## config.mk

```make
export PLATFORM = sky130hd
export DESIGN_NAME = mult_share_arbiter
export DESIGN_NICKNAME = d
export VERILOG_FILES = /design/src/rtl/mult_arb_pkg.sv /design/src/rtl/mult_share_arbiter_rr_arbiter.sv /design/src/rtl/mult_share_arbiter.sv
export SDC_FILE = /design/constraint.sdc
export NUM_CORES = 1
export LEC_CHECK = 0
export CELL_PAD_IN_SITES_DETAIL_PLACEMENT = 0
export CELL_PAD_IN_SITES_GLOBAL_PLACEMENT = 1
export CORE_AREA = 8 8 296 298
export CTS_CLUSTER_DIAMETER = 40
export DETAILED_ROUTE_END_ITERATION = 10
export DIE_AREA = 0 0 304 306
export GPL_TIMING_DRIVEN = 0
export PLACE_DENSITY_LB_ADDON = 0.05
export SYNTH_ARGS = -nofsm -noshare
export SYNTH_HDL_FRONTEND = slang
export SYNTH_HIERARCHICAL = 1
export SYNTH_SLANG_ARGS = --single-unit
```

## constraint.sdc

```tcl
create_clock -name clock -period 4.4 [get_ports clock]
set_input_delay 0.88 -clock clock [delete_from_list [all_inputs] [get_ports clock]]
set_output_delay 0.88 -clock clock [all_outputs]
set_load 0.02 [all_outputs]
```

## src/rtl/mult_arb_pkg.sv

```systemverilog
// Shared types and constants for arbitration in front of the pipelined multiplier.
package mult_arb_pkg;

    localparam int unsigned MULT_STAGES = 8;
    localparam int unsigned MULT_WIDTH  = 64;
    localparam int unsigned TAG_ID_W    = 3;
    localparam int unsigned MAX_REQ     = 1 << TAG_ID_W;

    // Owner of one in-flight multiply; id wide enough for up to eight requesters.
    typedef struct packed {
        logic                valid;
        logic [TAG_ID_W-1:0] id;
    } mult_tag_t;

    function automatic logic [MAX_REQ-1:0] onehot_of(input logic [TAG_ID_W-1:0] id);
        logic [MAX_REQ-1:0] vec;
        vec     = '0;
        vec[id] = 1'b1;
        return vec;
    endfunction

endpackage

```

## src/rtl/mult_share_arbiter_rr_arbiter.sv

```systemverilog
// Combinational round-robin arbiter: grants the first request at or after ptr, wrapping upward.
module rr_arbiter #(
    parameter int unsigned N = 4,
    localparam int unsigned IW = (N > 1) ? $clog2(N) : 1
) (
    input  logic [N-1:0]  req,
    input  logic [IW-1:0] ptr,
    output logic [N-1:0]  gnt,
    output logic [IW-1:0] gnt_id
);

    int   idx;
    logic found;

    always_comb begin
        gnt    = '0;
        gnt_id = '0;
        found  = 1'b0;
        idx    = 0;
        for (int off = 0; off < int'(N); off++) begin
            idx = int'(ptr) + off;
            if (idx >= int'(N)) begin
                idx = idx - int'(N);
            end
            if (!found && req[IW'(idx)]) begin
                found           = 1'b1;
                gnt[IW'(idx)]   = 1'b1;
                gnt_id          = IW'(idx);
            end
        end
    end

endmodule

```

## src/rtl/mult_share_arbiter.sv

```systemverilog
// Shares one pipelined multiplier among NUM_REQ requesters and routes each product back to its issuer.
module mult_share_arbiter
    import mult_arb_pkg::*;
#(
    parameter int unsigned NUM_REQ = 4,
    parameter int unsigned STAGES  = MULT_STAGES,
    parameter int unsigned WIDTH   = MULT_WIDTH
) (
    input  logic                     clock,
    input  logic                     reset,
    input  logic [NUM_REQ-1:0]       req,
    input  logic [NUM_REQ*WIDTH-1:0] req_mcand,
    input  logic [NUM_REQ*WIDTH-1:0] req_mplier,
    output logic [NUM_REQ-1:0]       gnt,
    output logic [NUM_REQ-1:0]       resp_valid,
    output logic [WIDTH-1:0]         resp_product,
    output logic                     mul_start,
    output logic [WIDTH-1:0]         mul_mcand,
    output logic [WIDTH-1:0]         mul_mplier,
    input  logic [WIDTH-1:0]         mul_product,
    input  logic                     mul_done,
    output logic                     busy,
    output logic                     tag_error
);

    localparam int unsigned IDW = (NUM_REQ > 1) ? $clog2(NUM_REQ) : 1;

    logic [IDW-1:0]     rr_ptr;
    logic [IDW-1:0]     gnt_id;
    logic [NUM_REQ-1:0] arb_req;
    logic [NUM_REQ-1:0] arb_gnt;
    mult_tag_t          tags [STAGES];
    mult_tag_t          tail;
    logic               tail_fire;
    logic               any_tag;

    // No grants while reset is held.
    assign arb_req = reset ? '0 : req;

    rr_arbiter #(.N(NUM_REQ)) u_rr (
        .req    (arb_req),
        .ptr    (rr_ptr),
        .gnt    (arb_gnt),
        .gnt_id (gnt_id)
    );

    assign gnt       = arb_gnt;
    assign mul_start = |arb_gnt;

    // Operand mux; zero when nothing is granted.
    always_comb begin
        mul_mcand  = '0;
        mul_mplier = '0;
        for (int i = 0; i < int'(NUM_REQ); i++) begin
            if (arb_gnt[i]) begin
                mul_mcand  = req_mcand[i*WIDTH +: WIDTH];
                mul_mplier = req_mplier[i*WIDTH +: WIDTH];
            end
        end
    end

    always_ff @(posedge clock) begin
        if (reset) begin
            rr_ptr <= '0;
        end else if (mul_start) begin
            rr_ptr <= (gnt_id == IDW'(NUM_REQ - 1)) ? '0 : gnt_id + IDW'(1);
        end
    end

    // Owner tags travel alongside the multiplier so the tail lines up with mul_done.
    always_ff @(posedge clock) begin
        if (reset) begin
            for (int k = 0; k < int'(STAGES); k++) begin
                tags[k] <= '0;
            end
        end else begin
            tags[0] <= '{valid: mul_start, id: TAG_ID_W'(gnt_id)};
            for (int k = 1; k < int'(STAGES); k++) begin
                tags[k] <= tags[k-1];
            end
        end
    end

    assign tail      = tags[STAGES-1];
    assign tail_fire = !reset && tail.valid && mul_done;

    always_comb begin
        resp_valid = '0;
        for (int i = 0; i < int'(NUM_REQ); i++) begin
            resp_valid[i] = tail_fire && (tail.id == TAG_ID_W'(i));
        end
    end

    assign resp_product = mul_product;

    always_ff @(posedge clock) begin
        if (reset) begin
            tag_error <= 1'b0;
        end else if (mul_done != tail.valid) begin
            tag_error <= 1'b1;
        end
    end

    always_comb begin
        any_tag = 1'b0;
        for (int k = 0; k < int'(STAGES); k++) begin
            any_tag = any_tag | tags[k].valid;
        end
    end

    assign busy = (|req) | any_tag;

endmodule

```

==> metrics.md, run 1 <==
| Metric | Value |
|---|---|
| Layout Cells excl Fill | `2577` |
| GR Overflow Total | `0` |
| Clk Tree Root Cell | `clkbuf_16` |
| Routed length per instance | `29.8 µm` |
| Crit path time final | `4.51 ns` |
| Fraction of registers with async set/reset | `0%` |
| Tot GR Track Use | `15.3%` |
| CTS tree | `done` |
| Post-synthesis cell count | `677` |
| Die Wd | `304 µm` |
| Final setup vio count | `79` |
| PwrDens | `986 nW/µm²` |
| Final design utilization | `20.9%` |
| DIE AREA | `93000 µm²` |
| Initial antenna violation count | `34` |
| I/O Pins | `786` |
| Seq/Total Area, Yosys | `10.5%` |
| # rows | `106` |
| Register clock-pin slew on the reported worst setup and hold paths | `0.07 ns` |
| Cell Chain, Critical Path | `buf_12 > clkbuf_16 > buf_8 > nor2b_4 > buf_6 > and3b_2 > o21ai_4 > o311ai_4 > a221o_1 > buf_6 > nor2b_4 > buf_12 > buf_12 > buf_8 > buf_16 > a22oi_2 > a21oi_2 > buf_6` |
| Largest net degree at the start of global routing | `16` |
| Max Clock Skew | `0.000572 ns` |
| Die H | `306 µm` |
| WP data required | `3.52 ns` |
| Final Cycle Share | `103%` |
| Prevailing post-synth register cell | `dfxtp_1` |
| Placement Cell Area | `14100 µm²` |
| Routed Antenna Nets | `0` |
| Clock sink count | `27` |
| P_sw | `8.58 mW` |
| Startpoint Class | `input port` |
| Cell area after synthesis | `5130 µm²` |
| DR DRC count | `0` |
| Worst path max stage delay | `0.36 ns` |
| Failing checks | `negative setup slack` |
| Register bit total from synthesis | `27` |
| Via count of the first global-routing pass | `9749` |
| Hold-fix buffers, CTS | `0` |
| Setup ws final | `-0.114 ns` |
| LEAKAGE | `6.12 nW` |
| Htree depth | `1` |
| Vias | `9195` |
| Final Hold Viols | `0` |
| Netlist cell types | `55` |
| Crit. End Element | `output pin` |
| IO buf count | `721` |
| RSZ-0062 raised after global routing | `true` |
| FF+latch area | `548 µm²` |
| Slew headroom | `71.8%` |
| Switching share of power | `50.1%` |
| CP max stage cell | `a221o_1` |
| Core footprint | `82900 µm²` |
| Pre-antenna DRT Iters | `4` |
| Share of cells above drive strength 1 | `46.3%` |
| Setup TNS | `-2.88 ns` |
| Critical path class | `input port to output pin` |
| Worst hold slack | `0.440 ns` |
| Initial Util | `6.19%` |
| Layout area overhead | `238%` |
| Worst hold path class | `register to register` |
| Area leader, netlist | `o22ai_1` |
| DRC marker count from the first detailed-route iteration | `291` |
| Fmax | `222 MHz` |
| Commonest non-fill, non-tap cell in the layout | `clkdlybuf4s50_1` |
| Clk_lat worst skew | `0.26 ns` |
| Outcome | `finished with violations` |
| Setup WS pre-CTS | `-2.74 ns` |
| Maximum VDD drop | `0.291 mV` |
| Design Power | `17.1 mW` |
| Final RePlAce weighted congestion | `0.797` |
| EDFF count, synth | `0` |
| Synth area leaders | `o22ai_1 (15%), a22oi_1 (13%), dfxtp_1 (11%)` |
| Buffers & Inverters on Critical Path | `10` |
| Logic pwr share | `96.9%` |
| Post-Route WL | `76900 µm` |
| Sequential group share of total power | `1.9%` |
| Commonest non-fill, non-tap cells in the layout | `clkdlybuf4s50_1 (587), buf_6 (155), a22oi_2 (124)` |
| Num CTS Buffers | `3` |
| First-pass GRT wire length | `98000 µm` |
| Critical Path AT | `3.63 ns` |
| DP Cell Count | `2478` |
| Fillcell total | `9135` |
| Maxcap violations | `0` |
| Synth Area per Inst | `7.58 µm²` |
| Max Slew Vio Count | `0` |
| CTS max path bufs | `2` |
| Syn nets | `1269` |
| Design area | `17400 µm²` |
| Final nets | `2078` |
| Top delay family on crit path | `buffers and inverters` |
| Pint | `8.54 mW` |
| Vias per cell | `3.57` |
| HPWL Detailed | `64400 µm` |
| Crit Path Max Fanout | `8` |
| Synth warn | `6` |
| Clock power share | `1.2%` |
| Synth top area share | `15.5%` |
| Worst-Margin Slew | `0.419 ns` |
| Multi-input combinational cell area | `4900 µm²` |
## path summary, 6_finish.rpt
check | depth (start not counted) | start | end | slack (ns)
hold / removal | 1 | tags[0][5]$_SDFF_PP0_ | tags[0][9]$_SDFF_PP0_ | 0.44
setup reg to reg | 13 | rr_ptr[1]$_SDFFE_PP0P_ | rr_ptr[0]$_SDFFE_PP0P_ | 1.30
hold reg to reg | 1 | tags[0][5]$_SDFF_PP0_ | tags[0][9]$_SDFF_PP0_ | 0.44
setup / recovery | 18 | reset | mul_mplier[35] | -0.11
## flip-flops by register name (all words and copies together) (netlist names)
name	cells
rr_ptr	2
tags	24
tag_error	1
## synthesized netlist by cell type (all sizes together) (5+ instances only)
library cell and count:
clkbuf 23, o21ai 7, nand2 10, ha 9
buf 123, a22oi 126, a21oi 131, nor2b 29
inv 7, nor4 5, nor2 7, o22ai 127
dfxtp 27
## layout make-up
type	count	share of cell area [%]
clock buffer	3	0.432
tap	1080	7.78
clock inverter	1	0.0288
sequential	27	3.16
antenna	12	0.173
multi-input combinational	497	28.2
buffer	132	8.86
inverter	7	0.195
timing repair buffer	818	51.1
## timing repair
item,in CTS,in global routing
setup endpoints to repair,135,129
setup buffers,58,24
pin swaps,37,66
gates cloned,10,11
gates resized for setup,1115,217
## layer usage
metal | global-route usage [%] | share of wire [%]
met3 | 5.20 | 7.5
met4 | 0.721 | 0.38
met1 | 16.6 | 37
met5 | 0 | 0.19
met2 | 29.8 | 55
## cells by family (layout without fill, tap and decap cells)
group	Yosys count	count (layout)	share of synthesized area, %
AOI/OAI and AO/OA	408	408	57.2
buffers and inverters	153	961	19.0
and+or+nand+nor	72	72	8.75
muxes	8	8	2.39
adders and majority gates	9	9	2.19
other	0	12	0
DFF	27	27	10.5
## power groups by stage
stage | clock, mW | combinational (mW) | sequential, mW
2_1_floorplan | 0 | 6.48 | 0.304
3_3_place_gp | 0 | 13.0 | 0.315
3_5_place_dp | 0 | 12.8 | 0.314
4_1_cts | 0.220 | 15.7 | 0.304
5_1_grt | 0.231 | 17.5 | 0.326
6_report | 0.212 | 16.6 | 0.319
Power figures use the tool's default switching activity.
==> run 2, diff against run 1 <==
--- a/config.mk
+++ b/config.mk
@@ -5,6 +5,7 @@
 export SDC_FILE = /design/constraint.sdc
 export NUM_CORES = 1
 export LEC_CHECK = 0
+export CAP_MARGIN = 20
 export CELL_PAD_IN_SITES_DETAIL_PLACEMENT = 0
 export CELL_PAD_IN_SITES_GLOBAL_PLACEMENT = 1
 export CORE_AREA = 8 8 296 298
==> run 2 against run 1 <==
The flow still finishes with violations (negative setup slack). Global-route usage is 0.17 points higher. Combinational power up 2%. Hold slack gained 0.0048 ns. Clock power is essentially flat. Utilization increased by 0.35 points. Setup slack got worse by 0.022 ns. Critical path depth grew 1. Sequential power shrank 5%.
==> metrics.md, run 2 (synthesis gave the netlist of run 1 again) <==
| Metric | Value |
|---|---|
| Fillcell total | `9155` |
| Largest net degree at the start of global routing | `16` |
| First-pass GRT wire length | `99100 µm` |
| Startpoint Class | `input port` |
| Share of cells above drive strength 1 | `47.4%` |
| Failing checks | `negative setup slack` |
| Multi-input combinational cell area | `4880 µm²` |
| Final Hold Viols | `0` |
| Max reg flops | `24` |
| PwrDens | `994 nW/µm²` |
| Die Wd | `304 µm` |
| GR Overflow Total | `0` |
| Critical Path AT | `3.66 ns` |
| WP data required | `3.52 ns` |
| DIE AREA | `93000 µm²` |
| Routed Antenna Nets | `0` |
| # rows | `106` |
| HPWL Detailed | `64500 µm` |
| Switching share of power | `49.5%` |
| Crit Path Max Fanout | `6` |
| Design Power | `17.5 mW` |
| Top reg by flops | `tags` |
| CTS tree | `done` |
| Pre-antenna DRT Iters | `5` |
| Final Cycle Share | `103%` |
| Initial antenna violation count | `40` |
| Final setup vio count | `107` |
| Setup TNS | `-4.45 ns` |
| Via count of the first global-routing pass | `9783` |
| IO buf count | `721` |
| Clock power share | `1.2%` |
| Worst hold path class | `register to register` |
| DR DRC count | `0` |
| Vias | `9374` |
| FF+latch area | `548 µm²` |
| Logic pwr share | `97.1%` |
| Vias per cell | `3.59` |
| Pint | `8.85 mW` |
| Worst-Margin Slew | `0.456 ns` |
| Initial Util | `6.19%` |
| Sequential group share of total power | `1.7%` |
| Worst path max stage delay | `0.54 ns` |
| Post-Route WL | `77700 µm` |
| Htree depth | `1` |
| CTS max path bufs | `2` |
| P_sw | `8.69 mW` |
| DRC marker count from the first detailed-route iteration | `325` |
| Cell Chain, Critical Path | `buf_12 > clkbuf_16 > buf_12 > nor2b_4 > mux4_2 > or2_4 > buf_6 > nor2b_4 > a221o_1 > buf_6 > nor2b_4 > buf_12 > buf_12 > buf_12 > buf_8 > buf_6 > a22oi_2 > a21oi_2 > buf_6` |
| Die H | `306 µm` |
| Most frequent CP cell | `buf_12` |
| Core footprint | `82900 µm²` |
| Final nets | `2109` |
| Fmax | `220 MHz` |
| Hold-fix buffers, CTS | `0` |
| Final RePlAce weighted congestion | `0.797` |
| Commonest non-fill, non-tap cells in the layout | `clkdlybuf4s50_1 (587), buf_6 (158), buf_4 (130)` |
| Maxcap violations | `0` |
| CP max stage cell | `mux4_2` |
| Num CTS Buffers | `3` |
| I/O Pins | `786` |
| Crit path time final | `4.54 ns` |
| Critical path class | `input port to output pin` |
| Clock sink count | `27` |
| Setup WS pre-CTS | `-2.76 ns` |
| Top delay family on crit path | `buffers and inverters` |
| RSZ-0062 raised after global routing | `true` |
| Max Slew Vio Count | `0` |
| Buffers & Inverters on Critical Path | `11` |
| Layout area overhead | `244%` |
| LEAKAGE | `6.31 nW` |
| Commonest non-fill, non-tap cell in the layout | `clkdlybuf4s50_1` |
| Register clock-pin slew on the reported worst setup and hold paths | `0.07 ns` |
| Routed length per instance | `29.7 µm` |
| Clk_lat worst skew | `0.26 ns` |
| Max Clock Skew | `0.00662 ns` |
| Clk Tree Root Cell | `clkbuf_16` |
| Slew headroom | `69.6%` |
| Setup ws final | `-0.136 ns` |
| Maximum VDD drop | `0.305 mV` |
| Outcome | `finished with violations` |
| Largest regs | `tags x24, rr_ptr x2, tag_error x1` |
| Tot GR Track Use | `15.4%` |
| Crit. End Element | `output pin` |
[run 2: worst paths after layout]
path / start / to / slack [ns] / cells past startpoint
max: reset / mul_mplier[30] / -0.14 / 19
max reg2reg: rr_ptr[0]$_SDFFE_PP0P_ / rr_ptr[0]$_SDFFE_PP0P_ / 1.09 / 15
min: tags[1][1]$_SDFF_PP0_ / tags[1][5]$_SDFF_PP0_ / 0.44 / 1
min reg2reg: tags[1][1]$_SDFF_PP0_ / tags[1][5]$_SDFF_PP0_ / 0.44 / 1
[run 2: layer usage]
metal / wire length (µm) / up-vias / track usage [%]
li1: - / 4341 / -
met1: 28200 / 4557 / 16.4
met2: 42400 / 382 / 30.3
met3: 6440 / 58 / 5.73
met4: 425 / 36 / 0.654
met5: 252 / - / 0
[run 2: repair_timing]
action | in CTS | in global routing
pin swaps | 60 | 51
gates cloned | 13 | 14
setup buffers | 74 | 30
endpoints found under the setup margin | 135 | 129
gates resized for setup | 1172 | 155
[run 2: power by group through the flow]
stage / Combinational (mW) / Clock (mW) / Sequential [mW]
detailed placement: 12.8 / 0 / 0.315
global route: 17.9 / 0.227 / 0.308
floorplan: 6.48 / 0 / 0.304
CTS: 16.3 / 0.218 / 0.305
finish: 17.0 / 0.212 / 0.302
global placement: 13.0 / 0 / 0.315
[run 2: final cells by class]
class	count	area share, %
Timing Repair Buffer	845	51.7
Multi-Input combinational cell	497	27.6
Buffer	136	9.02
Tap cell	1080	7.66
Sequential cell	27	3.11
Clock buffer	3	0.425
Antenna cell	17	0.241
Inverter	7	0.191
Clock inverter	1	0.0284
[run 2: per-stage QoR]
stage                     hold slack [ns]  utilization (%)  instance area [µm²]  std cells
after floorplan                     0.414                -                 5560        677
after global placement              0.422             17.0                14100       2478
after detailed placement            0.432             17.1                14100       2479
after CTS                           0.448             20.1                16700       2567
after global routing                0.466             21.2                17600       2596
final                               0.445             21.3                17600       2613
